**config.mk**
```make
export PLATFORM = sky130hd
export DESIGN_NAME = cic_integrator_chain
export DESIGN_NICKNAME = d
export VERILOG_FILES = /design/src/rtl/cic_integrator_chain.sv
export SDC_FILE = /design/constraint.sdc
export NUM_CORES = 2
export LEC_CHECK = 0
export CORE_MARGIN = 2
export CORE_UTILIZATION = 45
export DETAILED_ROUTE_END_ITERATION = 12
export PLACE_DENSITY = 0.63
export SLEW_MARGIN = 20
export SYNTH_ARGS = -nofsm -noshare
export SYNTH_HDL_FRONTEND = slang
export SYNTH_SLANG_ARGS = --single-unit
```
**constraint.sdc**
```tcl
create_clock -name clock -period 4.6 [get_ports clock]
set_clock_uncertainty 0.15 [all_clocks]
set_input_delay 0.92 -clock clock [delete_from_list [all_inputs] [get_ports clock]]
set_output_delay 0.92 -clock clock [all_outputs]
set_load 0.01 [all_outputs]
```
**src/rtl/cic_integrator_chain.sv**
```systemverilog
// Cascaded, pipelined CIC integrator section with time-multiplexed per-channel accumulators.
// A sample accepted at edge t is registered at stage 0, then integrated once per edge in stages 1..STAGES.
module cic_integrator_chain #(
  parameter int IN_WIDTH = 24,
  parameter int WIDTH    = 64,
  parameter int STAGES   = 5,
  parameter int CHANNELS = 2,
  parameter int CH_BITS  = 3
) (
  input  logic                clock,
  input  logic                reset_n,
  input  logic                clear,
  input  logic                in_strobe,
  input  logic [CH_BITS-1:0]  in_chan,
  input  logic [IN_WIDTH-1:0] in_data,
  output logic                out_strobe,
  output logic [CH_BITS-1:0]  out_chan,
  output logic [WIDTH-1:0]    out_data
);

  function automatic logic [WIDTH-1:0] sign_extend(input logic [IN_WIDTH-1:0] x);
    return WIDTH'($signed(x));
  endfunction

  logic                accept_s;
  logic                valid_r [0:STAGES];
  logic [CH_BITS-1:0]  chan_r  [0:STAGES];
  logic [WIDTH-1:0]    data_r  [0:STAGES];
  logic [WIDTH-1:0]    acc_r   [1:STAGES][0:CHANNELS-1];
  logic [WIDTH-1:0]    sum_s   [1:STAGES];

  // Accept only strobed samples addressed to an existing channel.
  always_comb begin
    accept_s = in_strobe && ({1'b0, in_chan} < (CH_BITS+1)'(CHANNELS));
  end

  // Per stage: select the tagged channel's accumulator and add the incoming value (wraps modulo 2**WIDTH).
  always_comb begin : sum_calc
    logic [WIDTH-1:0] sel;
    sel = '0;
    for (int k = 1; k <= STAGES; k++) begin
      sel = '0;
      for (int c = 0; c < CHANNELS; c++) begin
        sel = (chan_r[k-1] == CH_BITS'(c)) ? acc_r[k][c] : sel;
      end
      sum_s[k] = sel + data_r[k-1];
    end
  end

  // Pipeline registers and accumulators; clear and reset both flush everything.
  always_ff @(posedge clock or negedge reset_n) begin
    if (!reset_n) begin
      for (int k = 0; k <= STAGES; k++) begin
        valid_r[k] <= 1'b0;
        chan_r[k]  <= '0;
        data_r[k]  <= '0;
      end
      for (int k = 1; k <= STAGES; k++) begin
        for (int c = 0; c < CHANNELS; c++) begin
          acc_r[k][c] <= '0;
        end
      end
    end else if (clear) begin
      for (int k = 0; k <= STAGES; k++) begin
        valid_r[k] <= 1'b0;
        chan_r[k]  <= '0;
        data_r[k]  <= '0;
      end
      for (int k = 1; k <= STAGES; k++) begin
        for (int c = 0; c < CHANNELS; c++) begin
          acc_r[k][c] <= '0;
        end
      end
    end else begin
      valid_r[0] <= accept_s;
      if (accept_s) begin
        chan_r[0] <= in_chan;
        data_r[0] <= sign_extend(in_data);
      end
      // Data and tag only move with a valid sample so the final stage holds its output between strobes.
      for (int k = 1; k <= STAGES; k++) begin
        valid_r[k] <= valid_r[k-1];
        if (valid_r[k-1]) begin
          data_r[k] <= sum_s[k];
          chan_r[k] <= chan_r[k-1];
          for (int c = 0; c < CHANNELS; c++) begin
            if (chan_r[k-1] == CH_BITS'(c)) begin
              acc_r[k][c] <= sum_s[k];
            end
          end
        end
      end
    end
  end

  assign out_strobe = valid_r[STAGES];
  assign out_chan   = chan_r[STAGES];
  assign out_data   = data_r[STAGES];

endmodule
```
---- Yosys cells after proc, flatten, opt, wreduce, memory -nomap -nowiden ----
Cells that the tools add are included.
W data, S select, Z words.
storage, ports and cells
  register bits after elaboration ......... 1048
  input bits .............................. 31
  output and inout port bits .............. 68
  word-level logic and storage cells ...... 112
operators by class
  add/subtract/negate cells ............... 5
  $lt $le $gt $ge ......................... 1
  eq/ne operators ......................... 5
  muxes and demuxes ....................... 41
  reduce and logical (&&, ||, !) cells .... 32
operator list
  operator              number
  $mux W64              26
  $mux W128             5
  $mux W640             1
  $mux W384             1
  $add A64 B64 Y64      5
  $reduce_bool A2 Y1    16
  $reduce_and A2 Y1     10
  $mux W18              1
  $mux W3               6
  $eq A3 B1 Y1 const B  5
  $logic_not A3 Y1      5
  $mux W6               1
  $lt A3 B2 Y1 const B  1
  $logic_and A1 B1 Y1   1

---- Logic depth before layout (Yosys ltp) ----
  word-level depth ........................ 7
  mapped depth ............................ 18
  mapped depth without buffers ............ 15

---- Worst setup path after synthesis ----
Ideal clock, no wire load.
  path type ............................... reg2reg
  start point ............................. reg chan_r[12] (netlist name)
  end point ............................... reg data_r[255] (netlist name)
  setup time .............................. 0.126 ns
  data arrival time ....................... 3.964 ns
  data required time ...................... 4.324 ns
  setup slack ............................. 0.359 ns
  cell stages (with the launch flop) ...... 17
  clock period less this slack ............ 4.241 ns
  cell sequence ........................... dfrtp_1 -> nor3_1 -> clkbuf_1 -> clkbuf_1 -> a22o_1 -> ha_1 -> clkbuf_1 -> nand2_1 -> o21ai_0 -> a22o_1 -> a221oi_1 -> o31ai_2 -> a31o_2 -> a31o_2 -> o211ai_2 -> a211oi_1 -> a311o_1
between the ends
  longest elaborated chain between the ends .. 6
  elaborated cells between the ends (all ways) .. 7
  those cells by class .................... add/sub: 1; eq/ne: 1; mux: 4; reduce/logical: 1
ends and longest elaborated chain
  what                             RTL line  text
  start, declared                  27        logic [CH_BITS-1:0] chan_r [0:STAGES];
  start signal, assigned by index  85        chan_r[k] <= chan_r[k-1];
  $logic_not A3 Y1                 44        sel = (chan_r[k-1] == CH_BITS'(c)) ? acc_r[k][c] : sel;
  $mux W64                         44
  $mux W64 (*)                     44
  $add A64 B64 Y64 (*)             46        sum_s[k] = sel + data_r[k-1];
  $mux W64 (*)                     83        if (valid_r[k-1]) begin
  $mux W384 (*)                    63        end else if (clear) begin
  end signal, assigned by index    84        data_r[k] <= sum_s[k];
  end, declared                    28        logic [WIDTH-1:0] data_r [0:STAGES];
Every way passes the cells marked *; elsewhere a longest branch is shown, timed or not. The select of a mux whose other input is x is not followed.
A chain may end at the register's enable or synchronous reset.

---- Final worst setup path ----
  start point ............................. reg chan_r[10] (netlist name)
  end point ............................... reg acc_r[316] (netlist name)
between the ends
  longest elaborated chain between the ends .. 7
  elaborated cells between the ends (all ways) .. 10
  those cells by class .................... add/sub: 1; eq/ne: 1; mux: 5; reduce/logical: 3
ends and longest elaborated chain
  what                           RTL line  text
  $logic_not A3 Y1               44
  $mux W64 (2 in series)         44
  $add A64 B64 Y64               46
  $mux W64                       87        if (chan_r[k-1] == CH_BITS'(c)) begin
  $mux W128                      83
  $mux W640                      63
  end signal, assigned by index  88        acc_r[k][c] <= sum_s[k];
  end, declared                  29        logic [WIDTH-1:0] acc_r [1:STAGES][0:CHANNELS-1];
Parallel ways exist; a longest one is shown, timed or not. The select of a mux whose other input is x is not followed.

==> flow_metrics.env <==
export IMPL_outcome="completed"
export IMPL_timing_fmax_mhz=223
export IMPL_clkPwrFrac_pct=47.7
export IMPL_cp_data_required_time_ns=5.04
export IMPL_max_stage_delay_ns=0.37
export IMPL_drc=0
export IMPL_antenna_found_initial=7
export IMPL_async_flop_share_pct=100
export IMPL_placed_area_um2=66500
export IMPL_clock_latency_ns=0.75
export IMPL_seqPwrFrac_pct=46.1
export IMPL_grt_pass1_vias=52300
export IMPL_slew_headroom_pct=24.3
export IMPL_finalNetCount=7512
export IMPL_numPortBuffers=98
export IMPL_viasPerCell=6.12
export IMPL_synth_top_family_by_area="compound AO/OA/AOI/OAI gates"
export IMPL_core_area_um2=137000
export IMPL_p_sw_uw=4830
export IMPL_avgSynthCellArea_um2=8.87
export IMPL_drt_total_wl_um=211000
export IMPL_root_buffer="clkbuf_16"
export IMPL_hp_class="in2async"
export IMPL_avgRoutedWirePerCell_um=23.5
export IMPL_end_kind="flop"
export IMPL_ant_nets=0
export IMPL_path_class="reg2reg"
export IMPL_ys_top_cells_by_count="1152 x nand2_1, 1008 x dfrtp_1, 642 x a21oi_1, 509 x a22o_1, 474 x o21ai_0"
export IMPL_synth_top_area_share_pct=40.8
export IMPL_crit_chain="buf_4, nor3_2, buf_12, buf_4, a22o_1, ha_1, buf_4, a21o_1, a21oi_1, o211ai_1, a21boi_0, a21bo_2, a41o_1, a21oi_1, o31ai_1, xnor2_2, o21ai_0"
export IMPL_ir_drop_v=0.000319
export IMPL_firstDrtPassIters=7
export IMPL_htreeDepth=3
export IMPL_gr_total_overflow=0
export IMPL_vias=55000
export IMPL_ys_flop_type="dfrtp_1"
export IMPL_dieWidth_um=375
export IMPL_worstPathArrival_ns=4.92
export IMPL_grt_pass1_wl_um=323000
export IMPL_synth_compound_area_share_pct=26.2
export IMPL_dr_first_iter_drc_count=5536
export IMPL_synth_adder_area_share_pct=7.95
export IMPL_synth_most_common_cell="nand2_1"
export IMPL_p_leak_uw=0.0328
export IMPL_synthTopCellsByArea="dfrtp_1 41%, ha_1 7.8%, a22o_1 7.2%"
export IMPL_p_int_uw=14800
export IMPL_ys_seq_elements=1008
export IMPL_critPathMaxFanout=31
export IMPL_maxCapViolations=0
export IMPL_synthCells=6970
export IMPL_maxSlewViolCount=0
export IMPL_hold_violations=0
export IMPL_numCtsBuffers=112
export IMPL_fin_area_um2=70600
export IMPL_worstMarginPinSlew_ns=1.13
export IMPL_cp_slowest_cell="dfrtp_1"
export IMPL_die_area_um2=140000
export IMPL_period_minus_slack_ns=4.48
export IMPL_dpl_hpwl_um=157000
export IMPL_gp_congestion=0.993
export IMPL_cts_tree="yes"
export IMPL_clkTransAtPathRegs_ns=0.06
export IMPL_synth_largest_area_cell="dfrtp_1"
export IMPL_p_per_area_nw_per_um2=278
export IMPL_synth_edf_count=0
export IMPL_postCtsHoldBufs=0
export IMPL_setup_viol=0
export IMPL_seq_area_frac_synth_pct=40.8
export IMPL_track_usage_pct=29.4
export IMPL_flow_area_growth_from_synthesis_pct=14.2
export IMPL_num_rows=136
export IMPL_initial_core_util_pct=45.1
export IMPL_synth_xor_xnor_area_share_pct=4.02
export IMPL_p_comb_share_pct=6.2
export IMPL_synth_warnings=0
export IMPL_finalPower_uw=19600
export IMPL_synth_simple_area_share_pct=15.4
export IMPL_drive_gt1_share_pct=10.4
export IMPL_clock_path_buffers=3
export IMPL_grt_max_degree=114
export IMPL_synthesis_area_um2=61800
export IMPL_swShare_pct=24.6
export IMPL_filler_cell_count=12800
export IMPL_synth_nets=7391
export IMPL_critPathLaunchType="flop"
export IMPL_synthMuxAreaShare_pct=1.36
export IMPL_period_share_pct=97.5
export IMPL_crit_top_cell="buf_4"
export IMPL_die_h_um=375
export IMPL_dpl_cell_count=8764
export IMPL_ios=99
export IMPL_layout_cells_non_filler=8980
export IMPL_cts_sinks=1008
export IMPL_rr_worst_depth=17
export IMPL_yosysUniqueCellTypes=101
==> layer usage <==
metal	share of wire, %	GRT usage (%)
met5	0.010	0
met4	2.6	7.66
met3	6.7	3.82
met2	43	43.6
met1	47	44.9
==> critical path: cells and delay by family, from the launching register on <==
kind | cells | cell delay, ns
adders and majority gates | 1 | 0.24
xor gates and xnor gates | 1 | 0.29
buffers and inverters | 4 | 0.76
AOI/OAI and AO/OA | 10 | 2.30
DFF | 1 | 0.37
and+or+nand+nor | 1 | 0.22
==> cell type report <==
cell class	instances	area (µm²)	area share (%)
Multi-Input combinational cell	5344	34400	48.6
Sequential cell	1008	25200	35.7
Timing Repair Buffer	520	4570	6.47
Clock buffer	162	3250	4.61
Tap cell	1794	2240	3.18
Clock inverter	46	569	0.806
Inverter	105	399	0.565
Antenna cell	1	2.50	0.00354
==> logic make-up after synthesis <==
group | after synthesis
xor+xnor | 284
simple gates | 2181
fa+ha+maj | 390
buf+inv | 618
compound gates | 2406
flops | 1008
mux | 83
==> worst paths after layout <==
| kind | from | to | slack [ns] |
|---|---|---|---|
| max | chan_r[10]$_DFFE_PN0P_ | acc_r[316]$_DFFE_PN0P_ | 0.12 |
| min | reset_n | acc_r[530]$_DFFE_PN0P_ | 0.05 |
| max reg2reg | chan_r[10]$_DFFE_PN0P_ | acc_r[316]$_DFFE_PN0P_ | 0.12 |
| min reg2reg | out_data[16]$_DFFE_PN0P_ | out_data[16]$_DFFE_PN0P_ | 0.32 |
| max in group asynchronous | reset_n | data_r[260]$_DFFE_PN0P_ | 3.05 |
| min in group clock | out_data[16]$_DFFE_PN0P_ | out_data[16]$_DFFE_PN0P_ | 0.32 |
==> metrics by stage <==
step                hold slack, ns  TNS [ns]  utilization (%)  setup slack [ns]
global placement             0.309     -2.50             48.5            -0.310
detailed placement           0.314     -2.31             48.5            -0.293
finish                      0.0494         0             51.6             0.116
CTS                         0.0525         0             51.3           0.00126
global route                0.0630  -0.00346             51.6          -0.00346
floorplan                    0.295         0                -             0.359
==> registers in the layout (all words and copies together), names as in the netlist <==
register / flops
out_data: 64
out_chan: 3
acc_r: 640
data_r: 280
valid_r: 5
chan_r: 15
out_strobe: 1
==> power by group through the flow <==
stage | Clock, µW | Sequential [µW] | Combinational, µW
after floorplan | 0 | 9190 | 630
after global placement | 0 | 9210 | 1200
after detailed placement | 0 | 9210 | 1210
after CTS | 9530 | 9050 | 1220
after global routing | 9890 | 9060 | 1350
final | 9370 | 9050 | 1220
==> placed cells by master (no fill, tap or decap), drive strengths merged, types with 52 or more instances in the layout <==
cell type	instances
o21a	59
dfrtp	1008
inv	107
clkbuf	164
nand2	1153
a31oi	54
a211oi	52
nor3	79
xor2	117
o21bai	87
nor2	408
a22o	509
o21ai	493
nand3	168
o31ai	106
a21oi	649
clkdlybuf4s50	96
a21o	174
xnor2	167
buf	422
mux2i	76
ha	385
nand4	127
==> what timing repair did <==
item | CTS | global route
cloned | 0 | 2
resized for setup | 3 | 50
setup endpoints to repair | 13 | 188
pin swaps | 1 | 4
endpoints found under the hold margin | 0 | 0
buffers inserted | 1 | 4
Note: power is estimated with default switching activity, not from simulation.
